--- src/rtl/pid_ctrl_param.sv ---
// ---------------------------------------------------------------------------
// pid_ctrl_param
//
// Parametrised PID controller for the pedal-assist motor loop. It turns the
// signed torque/cadence error into an unsigned drive magnitude for the
// commutation/PWM stage.
//
// A free-running counter raises a sample tick every 2^PER_W clocks. On the
// tick the error is latched, and a three-state FSM runs the compute:
//   IDLE -> ACC : integrator update, derivative difference, history shift
//   ACC  -> SUM : P + I + D, clamp to the output range, register drv_mag
//   SUM  -> IDLE
// drv_vld rises on the edge that ends SUM, two clocks after the edge that
// ends the tick cycle, together with the new drv_mag and saturation flags.
//
// Optional feature (compile-time macro PID_SLEW_LIMIT_EN):
//   when defined, each update moves drv_mag at most SLEW_MAX away from its
//   previous value, unless not_pedaling is high. sat_hi/sat_lo always
//   describe the clamp of the unlimited target.
//
// Ports:
//   clk           in   1      clock
//   rst_n         in   1      asynchronous, active-low reset
//   not_pedaling  in   1      holds integrator and error history at zero
//   error         in   ERR_W  signed error, latched on the sample tick
//   drv_mag       out  OUT_W  saturated drive magnitude, registered
//   drv_vld       out  1      one-clock pulse when drv_mag is updated
//   sat_hi        out  1      last update clamped to all ones
//   sat_lo        out  1      last update clamped to zero (negative sum)
// ---------------------------------------------------------------------------
module pid_ctrl_param #(
    parameter int ERR_W    = 13,
    parameter int OUT_W    = 12,
    parameter int INT_W    = 18,
    parameter int PER_W    = 20,
    parameter int KP_SH    = 0,
    parameter int KI_SH    = 5,
    parameter int KD_SH    = 2,
    parameter int D_HIST   = 3,
    parameter int D_SAT    = 255,
    parameter int SLEW_MAX = 64
) (
    input  logic                    clk,
    input  logic                    rst_n,
    input  logic                    not_pedaling,
    input  logic signed [ERR_W-1:0] error,
    output logic [OUT_W-1:0]        drv_mag,
    output logic                    drv_vld,
    output logic                    sat_hi,
    output logic                    sat_lo
);

    localparam int SUM_W = ERR_W + 4;
    localparam int DIF_W = ERR_W + 1;
    localparam int OW1   = OUT_W + 1;

    localparam logic signed [INT_W-1:0] INT_MAX   = {1'b0, {(INT_W-1){1'b1}}};
    localparam logic signed [DIF_W-1:0] D_POS     = DIF_W'(D_SAT);
    localparam logic signed [DIF_W-1:0] D_NEG     = DIF_W'(-D_SAT);
    localparam logic signed [SUM_W-1:0] OUT_MAX   = SUM_W'((2 ** OUT_W) - 1);
    localparam logic [OUT_W:0]          SLEW_STEP = OW1'(SLEW_MAX);

`ifdef PID_SLEW_LIMIT_EN
    localparam bit SLEW_EN = 1'b1;
`else
    localparam bit SLEW_EN = 1'b0;
`endif

    typedef enum logic [1:0] {
        IDLE = 2'd0,
        ACC  = 2'd1,
        SUM  = 2'd2
    } state_t;

    state_t                  state;
    state_t                  state_nxt;
    logic [PER_W-1:0]        cnt;
    logic                    tick;
    logic signed [ERR_W-1:0] e_q;
    logic signed [INT_W-1:0] integ;
    logic signed [ERR_W-1:0] hist [D_HIST];
    logic signed [DIF_W-1:0] d_sat;

    logic signed [INT_W:0]   integ_sum;
    logic signed [INT_W-1:0] integ_nxt;
    logic signed [DIF_W-1:0] d_diff;
    logic signed [DIF_W-1:0] d_clamp;

    logic signed [SUM_W-1:0] p_term;
    logic signed [SUM_W-1:0] i_term;
    logic signed [SUM_W-1:0] d_term;
    logic signed [SUM_W-1:0] sum;
    logic [OUT_W-1:0]        target;
    logic                    tgt_hi;
    logic                    tgt_lo;
    logic [OUT_W:0]          up_lim;
    logic [OUT_W-1:0]        mag_nxt;

    assign tick = &cnt;

    // Free-running sample counter; it simply wraps, so the tick is the
    // single all-ones count in every period.
    always_ff @(posedge clk or negedge rst_n) begin
        if (!rst_n) begin
            cnt <= '0;
        end else begin
            cnt <= cnt + 1'b1;
        end
    end

    // FSM state register.
    always_ff @(posedge clk or negedge rst_n) begin
        if (!rst_n) begin
            state <= IDLE;
        end else begin
            state <= state_nxt;
        end
    end

    // Next-state logic. The compute takes two clocks and the tick period is
    // at least eight, so a tick is only ever seen while IDLE.
    always_comb begin
        state_nxt = state;
        case (state)
            IDLE:    if (tick) state_nxt = ACC;
            ACC:     state_nxt = SUM;
            SUM:     state_nxt = IDLE;
            default: state_nxt = IDLE;
        endcase
    end

    // Latch the error on the tick so both compute stages work on one
    // consistent sample even if the input moves meanwhile.
    always_ff @(posedge clk or negedge rst_n) begin
        if (!rst_n) begin
            e_q <= '0;
        end else if (state == IDLE && tick) begin
            e_q <= error;
        end
    end

    // ACC-stage arithmetic. The integrator sum is one bit wider so both
    // the negative result and the positive overflow are visible; the
    // integrator is kept non-negative so the I term never pulls drive down.
    always_comb begin
        integ_sum = {integ[INT_W-1], integ}
                  + {{(INT_W+1-ERR_W){e_q[ERR_W-1]}}, e_q};
        if (integ_sum[INT_W]) begin
            integ_nxt = '0;
        end else if (integ_sum[INT_W-1]) begin
            integ_nxt = INT_MAX;
        end else begin
            integ_nxt = integ_sum[INT_W-1:0];
        end

        d_diff = {e_q[ERR_W-1], e_q}
               - {hist[D_HIST-1][ERR_W-1], hist[D_HIST-1]};
        if (d_diff > D_POS) begin
            d_clamp = D_POS;
        end else if (d_diff < D_NEG) begin
            d_clamp = D_NEG;
        end else begin
            d_clamp = d_diff;
        end
    end

    // Integrator, derivative register and error history. not_pedaling
    // wins over the ACC update so the loop restarts from a clean state
    // when the rider resumes; the derivative is still refreshed in ACC.
    always_ff @(posedge clk or negedge rst_n) begin
        if (!rst_n) begin
            integ <= '0;
            d_sat <= '0;
            for (int i = 0; i < D_HIST; i++) begin
                hist[i] <= '0;
            end
        end else begin
            if (state == ACC) begin
                d_sat <= d_clamp;
            end
            if (not_pedaling) begin
                integ <= '0;
                for (int i = 0; i < D_HIST; i++) begin
                    hist[i] <= '0;
                end
            end else if (state == ACC) begin
                integ   <= integ_nxt;
                hist[0] <= e_q;
                for (int i = 1; i < D_HIST; i++) begin
                    hist[i] <= hist[i-1];
                end
            end
        end
    end

    // SUM-stage arithmetic: scale the three terms, add them, clamp to the
    // unsigned output range and optionally limit the step from the
    // previous drive value. The integrator is non-negative, so truncating
    // its shifted value to the sum width keeps the magnitude intact.
    always_comb begin
        p_term = {{(SUM_W-ERR_W){e_q[ERR_W-1]}}, e_q} <<< KP_SH;
        i_term = SUM_W'(integ >>> KI_SH);
        d_term = {{(SUM_W-DIF_W){d_sat[DIF_W-1]}}, d_sat} <<< KD_SH;
        sum    = p_term + i_term + d_term;

        target = sum[OUT_W-1:0];
        tgt_hi = 1'b0;
        tgt_lo = 1'b0;
        if (sum < 0) begin
            target = '0;
            tgt_lo = 1'b1;
        end else if (sum > OUT_MAX) begin
            target = '1;
            tgt_hi = 1'b1;
        end

        mag_nxt = target;
        up_lim  = {1'b0, drv_mag} + SLEW_STEP;
        if (SLEW_EN && !not_pedaling) begin
            if ({1'b0, target} > up_lim) begin
                mag_nxt = up_lim[OUT_W-1:0];
            end else if (({1'b0, target} + SLEW_STEP) < {1'b0, drv_mag}) begin
                mag_nxt = drv_mag - SLEW_STEP[OUT_W-1:0];
            end
        end
    end

    // Output register: drive magnitude and flags change only at the end of
    // SUM, and drv_vld marks exactly that update.
    always_ff @(posedge clk or negedge rst_n) begin
        if (!rst_n) begin
            drv_mag <= '0;
            drv_vld <= 1'b0;
            sat_hi  <= 1'b0;
            sat_lo  <= 1'b0;
        end else begin
            drv_vld <= (state == SUM);
            if (state == SUM) begin
                drv_mag <= mag_nxt;
                sat_hi  <= tgt_hi;
                sat_lo  <= tgt_lo;
            end
        end
    end

endmodule

--- config.mk ---
export PLATFORM = sky130hd
export DESIGN_NAME = pid_ctrl_param
export DESIGN_NICKNAME = d
export VERILOG_FILES = /design/src/rtl/pid_ctrl_param.sv
export SDC_FILE = /design/constraint.sdc
export NUM_CORES = 1
export LEC_CHECK = 0
export CAP_MARGIN = 20
export CORE_MARGIN = 2
export CORE_UTILIZATION = 60
export DETAILED_ROUTE_END_ITERATION = 10
export PLACE_DENSITY = 0.79
export SKIP_CTS_REPAIR_TIMING = 1
export SYNTH_ARGS = -nofsm -noshare
export SYNTH_HDL_FRONTEND = slang
export SYNTH_SLANG_ARGS = --single-unit
--- constraint.sdc ---
create_clock -name clk -period 5.2 [get_ports clk]
set_input_delay 1.04 -clock clk [delete_from_list [all_inputs] [get_ports clk]]
set_output_delay 1.04 -clock clk [all_outputs]
set_load 0.02 [all_outputs]
==> results of run 1 <==
## per-stage QoR
| stage | util, % | power (W) | setup WS (ps) | std cells |
|---|---|---|---|---|
| after floorplan | - | 0.000957 | 1990 | 805 |
| after global placement | 64.6 | 0.000988 | 1800 | 956 |
| after detailed placement | 64.6 | 0.000989 | 1640 | 956 |
| after CTS | 69.5 | 0.00214 | 1620 | 988 |
| after global routing | 69.8 | 0.00220 | 1370 | 990 |
| final | 69.8 | 0.00213 | 1550 | 990 |
## per-layer routing
metal  track usage (%)  wire [microns]
met4              11.5             406
met2              45.3            7950
met3              5.24             698
met5                 0               0
met1              35.1            7230
## power by group through the flow
stage	registers, W	logic [W]	clock network, W
after CTS	0.000935	0.0000384	0.00117
after global placement	0.000951	0.0000374	0
final	0.000935	0.0000405	0.00115
after floorplan	0.000951	0.00000550	0
after global routing	0.000934	0.0000459	0.00122
after detailed placement	0.000951	0.0000383	0
## layout make-up
type	count	area, sq um	share of cell area (%)
Sequential cell	120	3000	36.0
Clock buffer	25	495	5.94
Tap cell	147	184	2.20
Clock inverter	7	91.3	1.09
Multi-Input combinational cell	615	4060	48.6
Timing Repair Buffer	37	370	4.44
Inverter	39	146	1.75
## cells in the final DEF, fill, tap and decap left out, types with 9 or more instances in the layout
cell type | Yosys | routed
o21ai_1 | 11 | 11
nor2_1 | 63 | 63
a21oi_1 | 67 | 67
a21o_1 | 19 | 19
xnor2_1 | 33 | 33
inv_1 | 38 | 38
mux2_2 | 9 | 9
xor2_1 | 19 | 19
o21ai_0 | 38 | 38
ha_1 | 54 | 54
dfrtp_1 | 120 | 120
clkdlybuf4s50_1 | 0 | 29
o211ai_1 | 9 | 9
nand3_1 | 22 | 22
clkbuf_16 | 0 | 17
nor3_1 | 12 | 12
and3_1 | 10 | 10
nand2_1 | 138 | 138
fa_1 | 13 | 13
## how the worst max path moves through the flow
stage | from | end | depth (start not counted)
detailed placement | e_q[0]$_DFFE_PN0P_ | d_sat[10]$_DFFE_PN0P_ | 15
CTS | e_q[0]$_DFFE_PN0P_ | d_sat[10]$_DFFE_PN0P_ | 15
finish | e_q[0]$_DFFE_PN0P_ | d_sat[9]$_DFFE_PN0P_ | 15
global placement | e_q[0]$_DFFE_PN0P_ | d_sat[10]$_DFFE_PN0P_ | 15
global route | e_q[0]$_DFFE_PN0P_ | d_sat[10]$_DFFE_PN0P_ | 15
floorplan | e_q[0]$_DFFE_PN0P_ | d_sat[10]$_DFFE_PN0P_ | 15
## critical path, cell delays in order (launching register included)
cell	delay (ps)
dfrtp_1	410
inv_1	90
ha_1	190
inv_1	60
fa_1	400
a21oi_1	210
o21ai_0	150
a2111o_1	430
a31o_2	250
a21oi_1	190
xnor2_1	170
nand3_1	120
ha_1	360
nand2b_1	260
o22ai_1	180
nor2_1	60
## flip-flops by register name, summed over array words and instances, names as in the netlist
| name | flops |
|---|---|
| integ | 17 |
| state | 2 |
| e_q | 13 |
| d_sat | 14 |
| sat_hi | 1 |
| sat_lo | 1 |
| drv_mag | 12 |
| drv_vld | 1 |
| hist | 39 |
| cnt | 20 |
## cell families (layout without fill, tap and decap cells)
logic type	after synthesis	in the layout	synth area share (%)
flops	120	120	40.9
compound gates	195	195	16.9
xor+xnor	52	52	6.21
simple gates	289	289	17.7
mux	12	12	1.79
buf+inv	70	108	3.77
fa+ha+maj	67	67	12.8
==> flow_summary.yaml, run 1 <==
outcome:
  status: "finished, final reports clean"
cts:
  clk_path_buf_depth: 2
  clkLatencyLatePin_ps: 420
  cts.clk_slew.worst_paths_ps: 50
  cts-root-buf: "clkbuf_16"
  cts_sinks: 120
  cts_buffers: 17
  cts.htree.levels: 4
  tritoncts: "done"
routing:
  firstDrtPassIters: 5
  drc: 0
  first_iter_violations: 353
  detail-route-antenna-nets: 0
  wirelength_microns: 16300
  wire_per_inst_microns: 16.5
  post_drt_via_cell_ratio: 5.89
  vias: 5836
sta:
  rsz0062_at_grt: "no"
  finalMaxSlewViolations: 0
  hold_viol: 0
  hold_ws_ps: 466
  worst_pin_slew_ps: 666
  setup_viol: 0
  tns_ps: 0
  relSlewSlack_pct: 55.6
  period_share_pct: 70.2
  layout_min_cycle_time_ps: 3650
  finalClockSkew_ps: 8.02
  fmax_ghz: 0.274
die:
  dieHeight_microns: 115
  coreArea_sq_mm: 0.0120
  die-area_sq_mm: 0.0131
  ios: 31
  dieWidth_microns: 115
  start_util_pct: 61.3
  rows: 40
logic_synthesis:
  synth_edf_count: 0
  synth_area_sq_mm: 0.00733
  syn_inst: 805
  synthesis.nets: 888
  ys_seq_area_share_pct: 40.9
  synthTopCellsByCount: "138 x nand2_1, 120 x dfrtp_1, 67 x a21oi_1"
  synth_seq_cells: 120
  synth.largest_area_cell: "dfrtp_1"
  synthMostInstantiatedCell: "nand2_1"
  synthDistinctLibCells: 60
  yosysWarnings: 0
  synth_area_leaders: "dfrtp_1 41%, ha_1 9.2%, nand2_1 7.1%"
  avgSynthCellArea_sq_um: 9.11
  ys.flop_type: "dfrtp_1"
  async_reset_ff_share_pct: 100
  yosysTopAreaCellShare_pct: 40.9
pwr:
  leakage_nw: 3.88
  peakVddDrop_mv: 0.199
  p_comb_share_pct: 1.9
  pwr-share-clk_pct: 54.2
  p_switching_w: 0.000427
  power_frac_seq_pct: 43.9
  switching_share_pct: 20.1
  p_per_area_mw_per_mm2: 255
  internal_power_w: 0.00170
worst_hold_path:
  min_path_cells: 1
  hold_start: "cnt[15]$_DFF_PN0_"
  hold_path_class: "flop to flop"
  min_to: "cnt[15]$_DFF_PN0_"
place:
  placed_area_sq_mm: 0.00773
  port_buffers: 30
  gp_congestion: 0.837
  hpwl_microns: 11300
setup_path:
  startpoint_type: "flop"
  critPathKind: "flop to flop"
  crit_required_ps: 5490
  crit_path_end_kind: "flop"
  crit_arrival_ps: 3940
  reg2reg_slack_ps: 1550
  rr_worst_depth: 15
  critPathMaxFanout: 6
  timing.rr.end: "d_sat[9]$_DFFE_PN0P_"
  r2r-start: "e_q[0]$_DFFE_PN0P_"
grt:
  grt_usage_pct: 27.3
  antenna_found_initial: 0
  grt_max_degree: 89
  grt_pass1_wl_microns: 27900
  grt_overflow: 0
  grt_pass1_vias: 5916
finish:
  antennaDiodeCount: 0
  nFillCells: 923
  area_growth_pct: 13.8
  drive_above_1_share_pct: 7.00
  final_cell_area_sq_mm: 0.00835
  fin_nets: 913
flow_run:
  drv_cap: 0
No activity file was read; power rests on OpenSTA's default activity.
==> inputs of run 2 (changes only) <==
==> constraint.sdc (replaced) <==
create_clock -name clk -period 3.6 [get_ports clk]
set_input_delay 0.72 -clock clk [delete_from_list [all_inputs] [get_ports clk]]
set_output_delay 0.72 -clock clk [all_outputs]
set_load 0.02 [all_outputs]
==> flow_summary.yaml, run 2 (synthesis gave the netlist of run 1 again) <==
sta:
  postLayoutSetupSlackWorst_ps: 160
  hold_viol: 0
  finalClockSkew_ps: 8.68
  relSlewSlack_pct: 57.0
  setup_viol: 0
  fmax_ghz: 0.291
  finalMaxSlewViolations: 0
  layout_min_cycle_time_ps: 3440
  worst_pin_slew_ps: 645
  period_share_pct: 95.5
finish:
  area_growth_pct: 15.3
  fin_util_pct: 70.7
  antennaDiodeCount: 0
  nFillCells: 895
  top_register: "hist"
  top_regs: "hist x39, cnt x20, integ x17"
  stdcell_count: 995
  fin_nets: 919
  largest_reg_flops: 39
  seq_area_sq_mm: 0.00300
  multiInputGateArea_sq_mm: 0.00410
  final_cell_area_sq_mm: 0.00846
  final_cell_mix: "138 x nand2_1, 120 x dfrtp_1, 65 x a21oi_1"
  final_common_cell: "nand2_1"
  drive_above_1_share_pct: 8.49
setup_path:
  path_delay_family: "compound AO/OA/AOI/OAI gates"
  crit_slowest_cell: "a2111o_1"
  startpoint_type: "flop"
  crit_required_ps: 3900
  critPathKind: "flop to flop"
  critPathMaxFanout: 5
  crit_arrival_ps: 3740
  path_buf_inv: 2
  cpPeakStageDelay_ps: 420
  crit_path_end_kind: "flop"
  path_cells: "inv_1 > ha_1 > inv_1 > fa_1 > a21oi_2 > o21ai_0 > a2111o_1 > nand2_1 > xnor2_1 > nand2_1 > a311oi_1 > nand3_1 > ha_4 > nor2_1 > a221o_1"
pwr:
  p_per_area_mw_per_mm2: 376
  peakVddDrop_mv: 0.356
  leakage_nw: 3.93
  finalPower_w: 0.00318
routing:
  first_iter_violations: 432
  firstDrtPassIters: 5
  post_drt_via_cell_ratio: 6.00
  detail-route-antenna-nets: 0
  vias: 5966
  wirelength_microns: 16900
  drc: 0
  wire_per_inst_microns: 17.0
cts:
  cts.htree.levels: 4
  tritoncts: "done"
  cts_buffers: 17
  clk_path_buf_depth: 2
  cts_sinks: 120
  clkLatencyLatePin_ps: 420
  cts-root-buf: "clkbuf_16"
  cts.clk_slew.worst_paths_ps: 50
die:
  start_util_pct: 61.3
  die-area_sq_mm: 0.0131
  dieHeight_microns: 115
  coreArea_sq_mm: 0.0120
  rows: 40
  ios: 31
  dieWidth_microns: 115
grt:
  grt_max_degree: 74
  grt_usage_pct: 27.9
  grt_overflow: 0
  grt_pass1_wl_microns: 28100
  grt_pass1_vias: 5800
  antenna_found_initial: 0
flow_run:
  drv_cap: 0
worst_hold_path:
  hold_path_class: "input port to asynchronous set/reset pin"
place:
  hpwl_microns: 11700
  place_inst: 959
  port_buffers: 30
  detailedPlace.worstSlack_ps: -4.31
  gp_congestion: 0.873
  placed_area_sq_mm: 0.00776
outcome:
  status: "finished, final reports clean"
==> run 2: cell count changes in the layout (fill, tap and decap cells not counted), sizes merged <==
cell    change
clkbuf      -3
bufinv      +2
buf         +6
==> run 2: worst paths after layout <==
kind / depth (start not counted) / start / end / slack, ps
max: 15 / e_q[0]$_DFFE_PN0P_ / d_sat[3]$_DFFE_PN0P_ / 160
min: 1 / rst_n / integ[13]$_DFFE_PN0P_ / 310
max reg2reg: 15 / e_q[0]$_DFFE_PN0P_ / d_sat[3]$_DFFE_PN0P_ / 160
min reg2reg: 1 / cnt[4]$_DFF_PN0_ / cnt[4]$_DFF_PN0_ / 470
max in group asynchronous: 2 / rst_n / cnt[1]$_DFF_PN0_ / 2490
min in group clk: 1 / cnt[4]$_DFF_PN0_ / cnt[4]$_DFF_PN0_ / 470
==> run 2: power by group <==
group / internal (W) / total, W / switching (W)
clock: 0.00118 / 0.00177 / 0.000588
sequential: 0.00135 / 0.00135 / 0.000000000000000000526
combinational: 0.0000178 / 0.0000560 / 0.0000382
==> run 2: final cells by class <==
type                       instances  area share, %
timing repair buffer              43           4.82
sequential                       120           35.5
clock buffer                      22           5.49
tap                              147           2.17
multi-input combinational        615           48.5
clock inverter                     9           1.75
inverter                          39           1.73
==> run 2: routing by layer <==
metal  up-vias  routed length [microns]  GRT usage, %
met5         -                        0             0
met4         0                      473          12.3
met3        34                     1040          8.21
met2       189                     8190          45.7
met1      2885                     7190          34.5
li1       2858                        -             -
==> run 2: through the flow <==
step                hold WS [ps]  TNS [ps]
finish                       314         0
global route                 349     -20.4
CTS                          324     -28.8
detailed placement           473     -4.31
global placement             451         0
floorplan                    424         0
